<file path="src/rtl/hazard_stall_ctrl.sv">
// Hazard/stall controller: load-use bubbles, ID-resolved branch flushes, dmem wait freeze.
// Latency: all pipeline controls are combinational (Mealy) from state + current inputs.
// Backpressure: dmem_ready_i low during a MEM access freezes the whole pipeline.
// Optional: define HZD_PERF_CNT_EN to add the saturating performance counter outputs.
module hazard_stall_ctrl #(
    parameter int unsigned TIMEOUT_CYC = 256,
    parameter int unsigned CNT_W       = 16
) (
    input  logic             clk_i,
    input  logic             rst_i,
    input  logic [4:0]       ifid_rs1_i,
    input  logic [4:0]       ifid_rs2_i,
    input  logic             ifid_uses_rs2_i,
    input  logic             idex_memread_i,
    input  logic [4:0]       idex_rd_i,
    input  logic             branch_taken_i,
    input  logic             exmem_access_i,
    input  logic             dmem_ready_i,
    output logic             dmem_req_o,
    output logic             pc_write_o,
    output logic             ifid_write_o,
    output logic             ifid_flush_o,
    output logic             idex_bubble_o,
    output logic             freeze_o,
    output logic             err_o,
`ifdef HZD_PERF_CNT_EN
    output logic [CNT_W-1:0] lu_stall_cnt_o,
    output logic [CNT_W-1:0] flush_cnt_o,
    output logic [CNT_W-1:0] mem_wait_cnt_o,
`endif
    output logic [CNT_W-1:0] wait_cnt_o
);

    typedef enum logic {S_RUN, S_WAIT} state_t;

    state_t           r_state;
    logic [CNT_W-1:0] r_wait_cnt;
    logic             r_err;

    logic             w_lu_hz;
    logic             w_mem_stall;
    logic             w_freeze;
    logic             w_lu_stall;
    logic [CNT_W-1:0] w_cnt_inc;
    logic             w_cnt_max;

    // Load in EX whose destination is a source of the instruction in ID (x0 never hazards).
    assign w_lu_hz = idex_memread_i && (idex_rd_i != 5'd0) &&
                     ((idex_rd_i == ifid_rs1_i) ||
                      (ifid_uses_rs2_i && (idex_rd_i == ifid_rs2_i)));

    assign w_mem_stall = exmem_access_i & ~dmem_ready_i;
    assign w_cnt_max   = &r_wait_cnt;
    assign w_cnt_inc   = r_wait_cnt + 1'b1;

    // Freeze whenever the MEM access is not completing this cycle, in either state.
    // An access that vanishes while waiting is treated as released (no freeze).
    always_comb begin
        w_freeze = 1'b0;
        case (r_state)
            S_RUN:   w_freeze = w_mem_stall;
            S_WAIT:  w_freeze = exmem_access_i & ~dmem_ready_i;
            default: w_freeze = 1'b0;
        endcase
    end

    assign w_lu_stall = w_lu_hz & ~w_freeze;

    // Pipeline control outputs with priority freeze > load-use > branch flush.
    always_comb begin
        pc_write_o    = 1'b1;
        ifid_write_o  = 1'b1;
        ifid_flush_o  = 1'b0;
        idex_bubble_o = 1'b0;
        freeze_o      = 1'b0;
        dmem_req_o    = exmem_access_i;
        if (rst_i) begin
            pc_write_o    = 1'b0;
            ifid_write_o  = 1'b0;
            ifid_flush_o  = 1'b1;
            idex_bubble_o = 1'b1;
            dmem_req_o    = 1'b0;
        end else if (w_freeze) begin
            freeze_o      = 1'b1;
            pc_write_o    = 1'b0;
            ifid_write_o  = 1'b0;
        end else if (w_lu_hz) begin
            // A branch seen together with a load-use hazard is re-evaluated next cycle.
            pc_write_o    = 1'b0;
            ifid_write_o  = 1'b0;
            idex_bubble_o = 1'b1;
        end else if (branch_taken_i) begin
            ifid_flush_o  = 1'b1;
        end
    end

    // Wait FSM with saturating wait counter and sticky timeout flag.
    always_ff @(posedge clk_i or posedge rst_i) begin
        if (rst_i) begin
            r_state    <= S_RUN;
            r_wait_cnt <= '0;
            r_err      <= 1'b0;
        end else begin
            case (r_state)
                S_RUN: begin
                    if (w_mem_stall) begin
                        r_state    <= S_WAIT;
                        r_wait_cnt <= w_cnt_inc;
                    end else begin
                        r_wait_cnt <= '0;
                    end
                end
                S_WAIT: begin
                    if (exmem_access_i && !dmem_ready_i) begin
                        if (!w_cnt_max) begin
                            r_wait_cnt <= w_cnt_inc;
                        end
                    end else begin
                        r_state    <= S_RUN;
                        r_wait_cnt <= '0;
                    end
                end
                default: begin
                    r_state    <= S_RUN;
                    r_wait_cnt <= '0;
                end
            endcase
            // Timeout flags on the edge that brings the counter to TIMEOUT_CYC.
            if (w_mem_stall && !w_cnt_max && (32'(w_cnt_inc) == TIMEOUT_CYC)) begin
                r_err <= 1'b1;
            end
        end
    end

    assign wait_cnt_o = r_wait_cnt;
    assign err_o      = r_err;

`ifdef HZD_PERF_CNT_EN
    logic [CNT_W-1:0] r_lu_cnt;
    logic [CNT_W-1:0] r_flush_cnt;
    logic [CNT_W-1:0] r_memw_cnt;

    // Saturating event counters; cleared only by reset.
    always_ff @(posedge clk_i or posedge rst_i) begin
        if (rst_i) begin
            r_lu_cnt    <= '0;
            r_flush_cnt <= '0;
            r_memw_cnt  <= '0;
        end else begin
            if (w_lu_stall && !(&r_lu_cnt))       r_lu_cnt    <= r_lu_cnt + 1'b1;
            if (ifid_flush_o && !(&r_flush_cnt))  r_flush_cnt <= r_flush_cnt + 1'b1;
            if (w_freeze && !(&r_memw_cnt))       r_memw_cnt  <= r_memw_cnt + 1'b1;
        end
    end

    assign lu_stall_cnt_o = r_lu_cnt;
    assign flush_cnt_o    = r_flush_cnt;
    assign mem_wait_cnt_o = r_memw_cnt;
`else
    logic w_unused;
    assign w_unused = w_lu_stall;
`endif

endmodule

</file>
<file path="config.mk">
export PLATFORM = sky130hd
export DESIGN_NAME = hazard_stall_ctrl
export DESIGN_NICKNAME = d
export VERILOG_FILES = /design/src/rtl/hazard_stall_ctrl.sv
export SDC_FILE = /design/constraint.sdc
export NUM_CORES = 1
export LEC_CHECK = 0
export CAP_MARGIN = 10
export CELL_PAD_IN_SITES_DETAIL_PLACEMENT = 0
export CELL_PAD_IN_SITES_GLOBAL_PLACEMENT = 1
export CORE_MARGIN = 4
export CORE_UTILIZATION = 33
export CTS_CLUSTER_SIZE = 30
export DETAILED_ROUTE_END_ITERATION = 12
export PLACE_DENSITY_LB_ADDON = 0.15
export REMOVE_ABC_BUFFERS = 1
export SLEW_MARGIN = 20
export SYNTH_ARGS = -nofsm -noshare
export SYNTH_HDL_FRONTEND = slang
export SYNTH_SLANG_ARGS = --single-unit
</file>
<file path="constraint.sdc">
create_clock -name clk_i -period 2.5 [get_ports clk_i]
set_clock_uncertainty 0.1 [all_clocks]
set_input_delay 0.375 -clock clk_i [delete_from_list [all_inputs] [get_ports clk_i]]
set_output_delay 0.375 -clock clk_i [all_outputs]
set_load 0.005 [all_outputs]
</file>
==> flow_summary.json, run 1 <==
{
  "io_pins": 45,
  "ys_warn_count": 0,
  "postCtsHoldBufs": 0,
  "grt_max_degree": 19,
  "maxSlewViolCount": 0,
  "hold_path_class": "reg2reg",
  "core_um2": 3690,
  "post-dp-hpwl_um": 2560,
  "num_vias": 1140,
  "clk_pin_slew_worst_paths_ns": 0.06,
  "peakVddDrop_v": 0.000146,
  "cts_tree": "yes",
  "cts_made_buffers": 3,
  "synth.avg_cell_area_um2": 9.36,
  "drt_iter0_markers": 27,
  "port_buffers": 44,
  "period_share_pct": 93.4,
  "worst_pin_slew_ns": 0.700,
  "antenna_cells": 0,
  "total_power_uw": 593,
  "syn-cell-area_um2": 1260,
  "finalHoldViolations": 0,
  "p_leak_uw": 0.000745,
  "status": "completed",
  "synthArstFlopShare_pct": 100,
  "setup_viol": 0,
  "setup_tns_ns": 0,
  "dieArea_um2": 4880,
  "powerDensity_nw_per_um2": 326,
  "cp-end-kind": "output pin",
  "yosysUniqueCellTypes": 41,
  "rsz0062_at_grt": "false",
  "max_cap_violations": 0,
  "dieHeight_um": 69.9,
  "drt_first_pass_iters": 4,
  "critPathMaxFanout": 2,
  "synth_ff_type": "dfrtp_1",
  "clock_latency_ns": 0.25,
  "routed_wirelength_um": 3350,
  "ys_ff_latch": 18,
  "reg2reg_slack_ns": 0.38,
  "critPathKind": "in2out",
  "required_ns": 2.03,
  "drc": 0,
  "start_kind": "input pin",
  "clockBufferDepth": 2,
  "postRouteAntennaNets": 0,
  "root_buffer": "clkbuf_8",
  "start_util_pct": 34.3,
  "post_route_cells_drive_above_1_share_pct": 12.2,
  "die_w_um": 69.9,
  "place_congestion": 0.757,
  "rows": 22,
  "syn_to_final_growth_pct": 44.0,
  "postSynthCellCount": 135,
  "grt_usage_pct": 14.4,
  "via_per_inst": 5.00,
  "wl_per_cell_um": 14.7,
  "final_nets": 205,
  "ys_seq_area_share_pct": 35.6,
  "synth-edff-count": 0,
  "max_freq_mhz": 428,
  "grt_pass1_vias": 1239,
  "period_needed_ns": 2.33,
  "antenna_found_initial": 0,
  "worstPathArrival_ns": 1.86,
  "max-slew-margin-rel_pct": 53.3,
  "clock_sinks": 18,
  "grt_pass1_wl_um": 5780,
  "overflow": 0,
  "cts_max_level": 1
}
[report_power, final]
group	switching (µW)	total, µW	leakage, µW	internal, µW
Combinational	40.5	99.5	0.000474	58.9
Clock	90.9	198	0.0000216	107
Sequential	2.62	296	0.000249	294
Total	134	593	0.000745	459
[layout by cell type, fill, tap and decap left out, types with 4 or more instances in the layout]
cell type / n
nor3_1: 5
xnor2_1: 18
dfrtp_1: 18
dlygate4sd2_1: 6
xor2_1: 5
buf_4: 4
a21oi_1: 14
clkdlybuf4s50_1: 35
nand2_1: 9
inv_1: 4
nand3_1: 6
nor2_1: 11
[worst max-delay path, cell delays in order]
cell	delay (ns)
clkdlybuf4s50_1	0.48
xnor2_1	0.12
nand2_1	0.09
o22ai_2	0.20
nand3_1	0.10
a31o_2	0.24
dlygate4sd2_1	0.26
[worst paths after layout]
| path | startpoint | to | depth (start not counted) |
|---|---|---|---|
| setup / recovery | ifid_rs1_i[0] | ifid_flush_o | 7 |
| max in group asynchronous | rst_i | wait_cnt_o[5]$_DFFE_PP0P_ | 2 |
| hold / removal | err_o$_DFFE_PP0P_ | err_o$_DFFE_PP0P_ | 1 |
| min in group asynchronous | rst_i | wait_cnt_o[10]$_DFFE_PP0P_ | 2 |
| setup reg to reg | wait_cnt_o[1]$_DFFE_PP0P_ | err_o$_DFFE_PP0P_ | 6 |
| hold reg to reg | err_o$_DFFE_PP0P_ | err_o$_DFFE_PP0P_ | 1 |
[layout make-up]
type                    count  area (µm²)
flip-flops and latches     18         450
well taps                  48        60.1
repair buffers             48         470
inverters                   4        15.0
multi-input cells         107         782
fillers                   372        1870
clock buffers               3        41.3
[metal layers]
metal	GRT usage [%]	wire length, µm	vias up
li1	-	-	577
met1	18.9	1500	544
met2	24.2	1740	17
met3	2.16	93	2
met4	4.68	18	0
met5	0	0	-
[kinds of logic (layout without fill, tap and decap cells)]
group           count (synthesis)  after routing  synth area share [%]
mux                             1              1                 0.792
simple gates                   55             55                  29.2
flops                          18             18                  35.6
xor+xnor                       23             23                  15.9
fa+ha+maj                       1              1                 0.990
compound gates                 27             27                  14.0
buf+inv                        10             55                  3.47
[cell usage after synthesis, types with 2 or more instances]
library cell / number / area, µm²
nand4_4: 2 / 42.5
nand4_1: 3 / 18.8
nor2b_1: 2 / 12.5
and3_1: 2 / 12.5
dfrtp_1: 18 / 450
a21oi_1: 14 / 70.1
a211oi_1: 2 / 15.0
nor2_1: 11 / 41.3
clkbuf_1: 3 / 11.3
nor3_1: 5 / 25.0
nand2_1: 9 / 33.8
nand3_1: 6 / 30.0
buf_2: 2 / 10.0
xnor2_1: 18 / 158
xor2_1: 5 / 43.8
inv_1: 4 / 15.0
a31o_2: 2 / 17.5
nand2b_1: 2 / 12.5
nand3_2: 2 / 20.0
a31oi_1: 2 / 12.5
[state kept, by name (all words and copies together), names as in the netlist]
name	count
wait_cnt_o	16
err_o	1
r_state	1
[through the flow]
| stage | util [%] | hold slack, ns | cells | setup slack (ns) | area [µm²] |
|---|---|---|---|---|---|
| floorplan | - | 0.214 | 129 | 0.617 | 1230 |
| global placement | 47.7 | 0.353 | 224 | -0.100 | 1760 |
| detailed placement | 47.7 | 0.365 | 224 | -0.140 | 1760 |
| CTS | 48.7 | 0.381 | 227 | 0.0140 | 1800 |
| global route | 49.3 | 0.412 | 228 | 0.0929 | 1820 |
| finish | 49.3 | 0.377 | 228 | 0.166 | 1820 |
[repair_timing]
action | CTS | global route
setup buffers | 0 | 1
setup endpoints to repair | 4 | 3
gates resized for setup | 7 | 4
endpoints found under the hold margin | 0 | 0
pin swaps | 2 | 3
Note: power is estimated with default switching activity, not from simulation.
==> run 2: changes to the inputs <==
CAP_MARGIN = not set   (was 10)
RECOVER_POWER = 25   (was not set)
==> run 2 against run 1 <==
Net effect:
- final cell count is the same
- sequential power barely moved
- via count did not move
- non-clock buffer count unchanged
- sequential share of layout area did not move
- first-iteration DRC count unchanged
- critical path depth unchanged
==> flow_summary.json, run 2 (synthesis gave the netlist of run 1 again) <==
{
  "endpoint": "ifid_flush_o",
  "final_common_cell": "clkdlybuf4s50_1",
  "holdWs_ns": 0.377,
  "root_buffer": "clkbuf_8",
  "grt_pass1_wl_um": 5780,
  "min-delay-start": "err_o$_DFFE_PP0P_",
  "r2r_end": "err_o$_DFFE_PP0P_",
  "overflow": 0,
  "instances_no_fill": 228,
  "setup_viol": 0,
  "pre_cts_ws_ns": -0.140,
  "via_per_inst": 5.00,
  "status": "completed",
  "max_cap_violations": 0,
  "rows": 22,
  "required_ns": 2.03,
  "drt_first_pass_iters": 4,
  "core_um2": 3690,
  "r2r_start": "wait_cnt_o[1]$_DFFE_PP0P_",
  "io_pins": 45,
  "drt_iter0_markers": 27,
  "dieArea_um2": 4880,
  "crit_start": "ifid_rs1_i[0]",
  "final_nets": 205,
  "max_freq_mhz": 428,
  "grt_usage_pct": 14.4,
  "num_vias": 1140,
  "wl_per_cell_um": 14.7,
  "dp_cells": 224,
  "syn_to_final_growth_pct": 44.0,
  "maxSlewViolCount": 0,
  "cp_num_buf_inv": 2,
  "antenna_cells": 0,
  "drc": 0,
  "worstPathArrival_ns": 1.86,
  "clockBufferDepth": 2,
  "postRouteAntennaNets": 0,
  "place_congestion": 0.757,
  "start_kind": "input pin",
  "rsz0062_at_grt": "false",
  "slowest_stage": "clkdlybuf4s50_1",
  "cp_num_cells": 7,
  "port_buffers": 44,
  "die_w_um": 69.9,
  "clock_sinks": 18,
  "cts_tree": "yes",
  "reg2reg_slack_ns": 0.38,
  "finalHoldViolations": 0,
  "critPathMaxFanout": 2,
  "p_leak_uw": 0.000746,
  "period_needed_ns": 2.33,
  "worst_pin_slew_ns": 0.700,
  "fill_cells": 372,
  "cp-end-kind": "output pin",
  "peakVddDrop_v": 0.000146,
  "crit_chain": "clkdlybuf4s50_1 > xnor2_1 > nand2_1 > o22ai_2 > nand3_1 > a31o_2 > dlygate4sd2_1",
  "setup_slack_ns": 0.166,
  "setup_tns_ns": 0,
  "dieHeight_um": 69.9,
  "r2r_cells": 6,
  "max_stage_delay_ns": 0.48,
  "cp_top_family": "buffers and inverters",
  "cts_made_buffers": 3,
  "antenna_found_initial": 0,
  "cts_max_level": 1,
  "hold_path_class": "reg2reg",
  "routed_wirelength_um": 3350,
  "total_power_uw": 593,
  "final_cell_mix": "33 x clkdlybuf4s50_1, 18 x xnor2_1, 18 x dfrtp_1",
  "period_share_pct": 93.4,
  "multi_input_area_um2": 782,
  "clk_pin_slew_worst_paths_ns": 0.06,
  "largest_reg_flops": 16,
  "critPathKind": "in2out",
  "grt_max_degree": 19,
  "post-dp-hpwl_um": 2560,
  "seq_area_um2": 450,
  "max-slew-margin-rel_pct": 53.3,
  "powerDensity_nw_per_um2": 326,
  "post_route_cells_drive_above_1_share_pct": 12.2,
  "start_util_pct": 34.3,
  "grt_pass1_vias": 1239,
  "clock_latency_ns": 0.25
}
## run 2: metal layers
layer  GRT usage, %  share of wire, %  wire length (µm)
met1           18.9                45              1500
met2           24.2                52              1740
met3           2.16               2.8                93
met4           4.68              0.54                18
met5              0                 0                 0
## run 2: stage by stage
step,utilization (%),cell area [µm²]
finish,49.3,1820
CTS,48.7,1800
global placement,47.7,1760
floorplan,-,1230
global route,49.3,1820
detailed placement,47.7,1760
## run 2: worst min path at each step
stage | endpoint | cells past startpoint | slack (ns)
4_1_cts | err_o$_DFFE_PP0P_ | 1 | 0.38
3_3_place_gp | err_o$_DFFE_PP0P_ | 1 | 0.35
6_report | err_o$_DFFE_PP0P_ | 1 | 0.38
5_1_grt | err_o$_DFFE_PP0P_ | 1 | 0.41
2_1_floorplan | err_o$_DFFE_PP0P_ | 1 | 0.21
3_5_place_dp | err_o$_DFFE_PP0P_ | 1 | 0.36
## run 2: cell type report
cell class	count	share of cell area [%]
flip-flops and latches	18	24.8
multi-input cells	107	43.0
well taps	48	3.30
repair buffers	48	25.9
clock buffers	3	2.27
inverters	4	0.825
## run 2: what timing repair did
action / 4_1_cts / 5_1_grt
setup endpoints to repair: 4 / 3
setup buffers: 0 / 1
pin swaps: 2 / 3
hold buffers: 0 / 0
resized for setup: 7 / 4
## run 2: power breakdown
part	switching, µW	total (µW)	internal [µW]
clock network	90.9	198	107
registers	2.62	296	294
logic	40.5	98.9	58.3
total	134	593	459
==> edit, RTL diff (config.mk and constraints of run 1) <==
Build with the macro `HZD_PERF_CNT_EN` defined.
--- a/src/rtl/hazard_stall_ctrl.sv
+++ b/src/rtl/hazard_stall_ctrl.sv
@@ -3,4 +3,6 @@
 // Backpressure: dmem_ready_i low during a MEM access freezes the whole pipeline.
 // Optional: define HZD_PERF_CNT_EN to add the saturating performance counter outputs.
+`define HZD_PERF_CNT_EN
+
 module hazard_stall_ctrl #(
     parameter int unsigned TIMEOUT_CYC = 256,
Function (old outputs only; new: flush_cnt_o, lu_stall_cnt_o and mem_wait_cnt_o): kept (equiv_simple and equiv_induct, registers matched by name and starting in step).
==> edit against run 1 <==
  * Count of clock-buffer cells in the layout is 6 higher
  * Area after synthesis rose to 2.7 times the old value
  * Wire length increased to 2.5 times the old value
  * Final area grew to 2.7 times the old value
  * Combinational power grew to 8.0 times the old value
  * Sequential cell count is 48 higher
  * Largest cell class unchanged
  * Core utilization shrank 1.1 points
  * Worst setup slack got worse by 0.079 ns
  * Highest routed layer unchanged
  * Power grew to 5.3 times the old value
  * Register-to-register slack lost 0.19 ns
==> edit: results (changes against run 1) <==
| Metric | Value |
|---|---|
| VDD IR-drop max | 323 uV (+120%) |
| First-pass GRT wire length | 14,300 um (+150%) |
| Syn Area/Cell | 9.92 um^2 (+6.0%) |
| DP Cell Count | 595 (+170%) |
| Pleak | 2.08 nW (+180%) |
| # fillers | 1,001 (+170%) |
| Status | complete, no violations |
| Vias in the first global route | 2,908 (+130%) |
| Hold path cells | 2 (+1) |
| PostCTS Resize Cnt | 13 (+6) |
| Logic power comb | 0.793 mW (+700%) |
| Crit path time final | 2.41 ns (+0.0787 ns) |
| DP HPWL | 6390 um (+150%) |
| Flop2flop setup slack | 0.19 ns (-0.19 ns) |
| Setup Fix Bufs, Post-CTS | 1 (+1) |
| CP max stage delay | 0.53 ns (+0.05 ns) |
| Post-Synth XOR/XNOR Area | 16.5% (+0.59 points) |
| Share of the yosys chip area belonging to registers | 48.0% (+12 points) |
| Drt initial violations | 86 (+220%) |
| Sw power | 0.959 mW (+620%) |
| Slew Limit Headroom | 70.9% (+18 points) |
| Num CTS Buffers | 9 (+6) |
| Final Wtd Congestion | 0.776 (+2.6%) |
| WP data arrival | 1.94 ns (+0.08 ns) |
| WL final | 8500 um (+150%) |
| Clock power frac | 29.2% (-4.1 points) |
| Area contributors post-synth | dfrtp_1 (48%), xnor2_1 (9.7%), xor2_1 (6.9%), nand3_1 (3.5%), nand2_1 (3.3%) |
| Overall routing resource usage | 14.9% (+0.50 points) |
| PortBufs | 92 (+110%) |
| Worst setup path endpoint | idex_bubble_o |
| Mux contribution to synthesized area | 1.89% (+1.1 points) |
| Hold Slack | 0.371 ns (-0.00696 ns) |
| Final nets | 497 (+140%) |
| Commonest cells in the netlist | dfrtp_1 (66), xnor2_1 (38), nand2_1 (30) |
| Pin count of the biggest net entering global routing | 24 (+5) |
| Fraction of the mapped netlist area in compound gates | 7.23% (-6.7 points) |
| Cell variety after synth | 47 (+15%) |
| Routed len/inst | 13.9 um (-5.3%) |
| Comb power frac | 25.2% (+8.4 points) |
| Clock Latency Late Sink | 0.34 ns (+0.09 ns) |
| Crit. Startpoint | idex_rd_i[4] |
| Reg2Reg Depth | 7 (+1) |
==> edit: cell count changes after synthesis, sizes merged, moves of 16 or more <==
cell | run 1 | this run
xnor2 | 18 | 38
nand3 | 9 | 25
dfrtp | 18 | 66
nand2 | 9 | 30
xor2 | 5 | 27
==> edit: worst max-delay path, delay by kind of cell <==
kind	cells	cell delay, ns
AOI/OAI and AO/OA	2	0.32
and+or+nand+nor	2	0.74
buffers and inverters	2	0.50
==> edit: area by class of cell <==
cell class	count	area [um^2]	share of cell area, %
well taps	136	170	3.45
repair buffers	119	1130	22.9
inverters	15	56.3	1.14
clock inverters	7	75.1	1.52
multi-input cells	259	1720	35.0
flip-flops and latches	66	1650	33.5
clock buffers	9	124	2.51
==> edit: per-layer routing <==
layer	up-vias	share of wire (%)	GRT usage, %
met2	69	46	23.2
li1	1473	-	-
met5	-	0	0
met3	10	5.7	4.89
met4	0	1.2	4.22
met1	1416	47	19.9
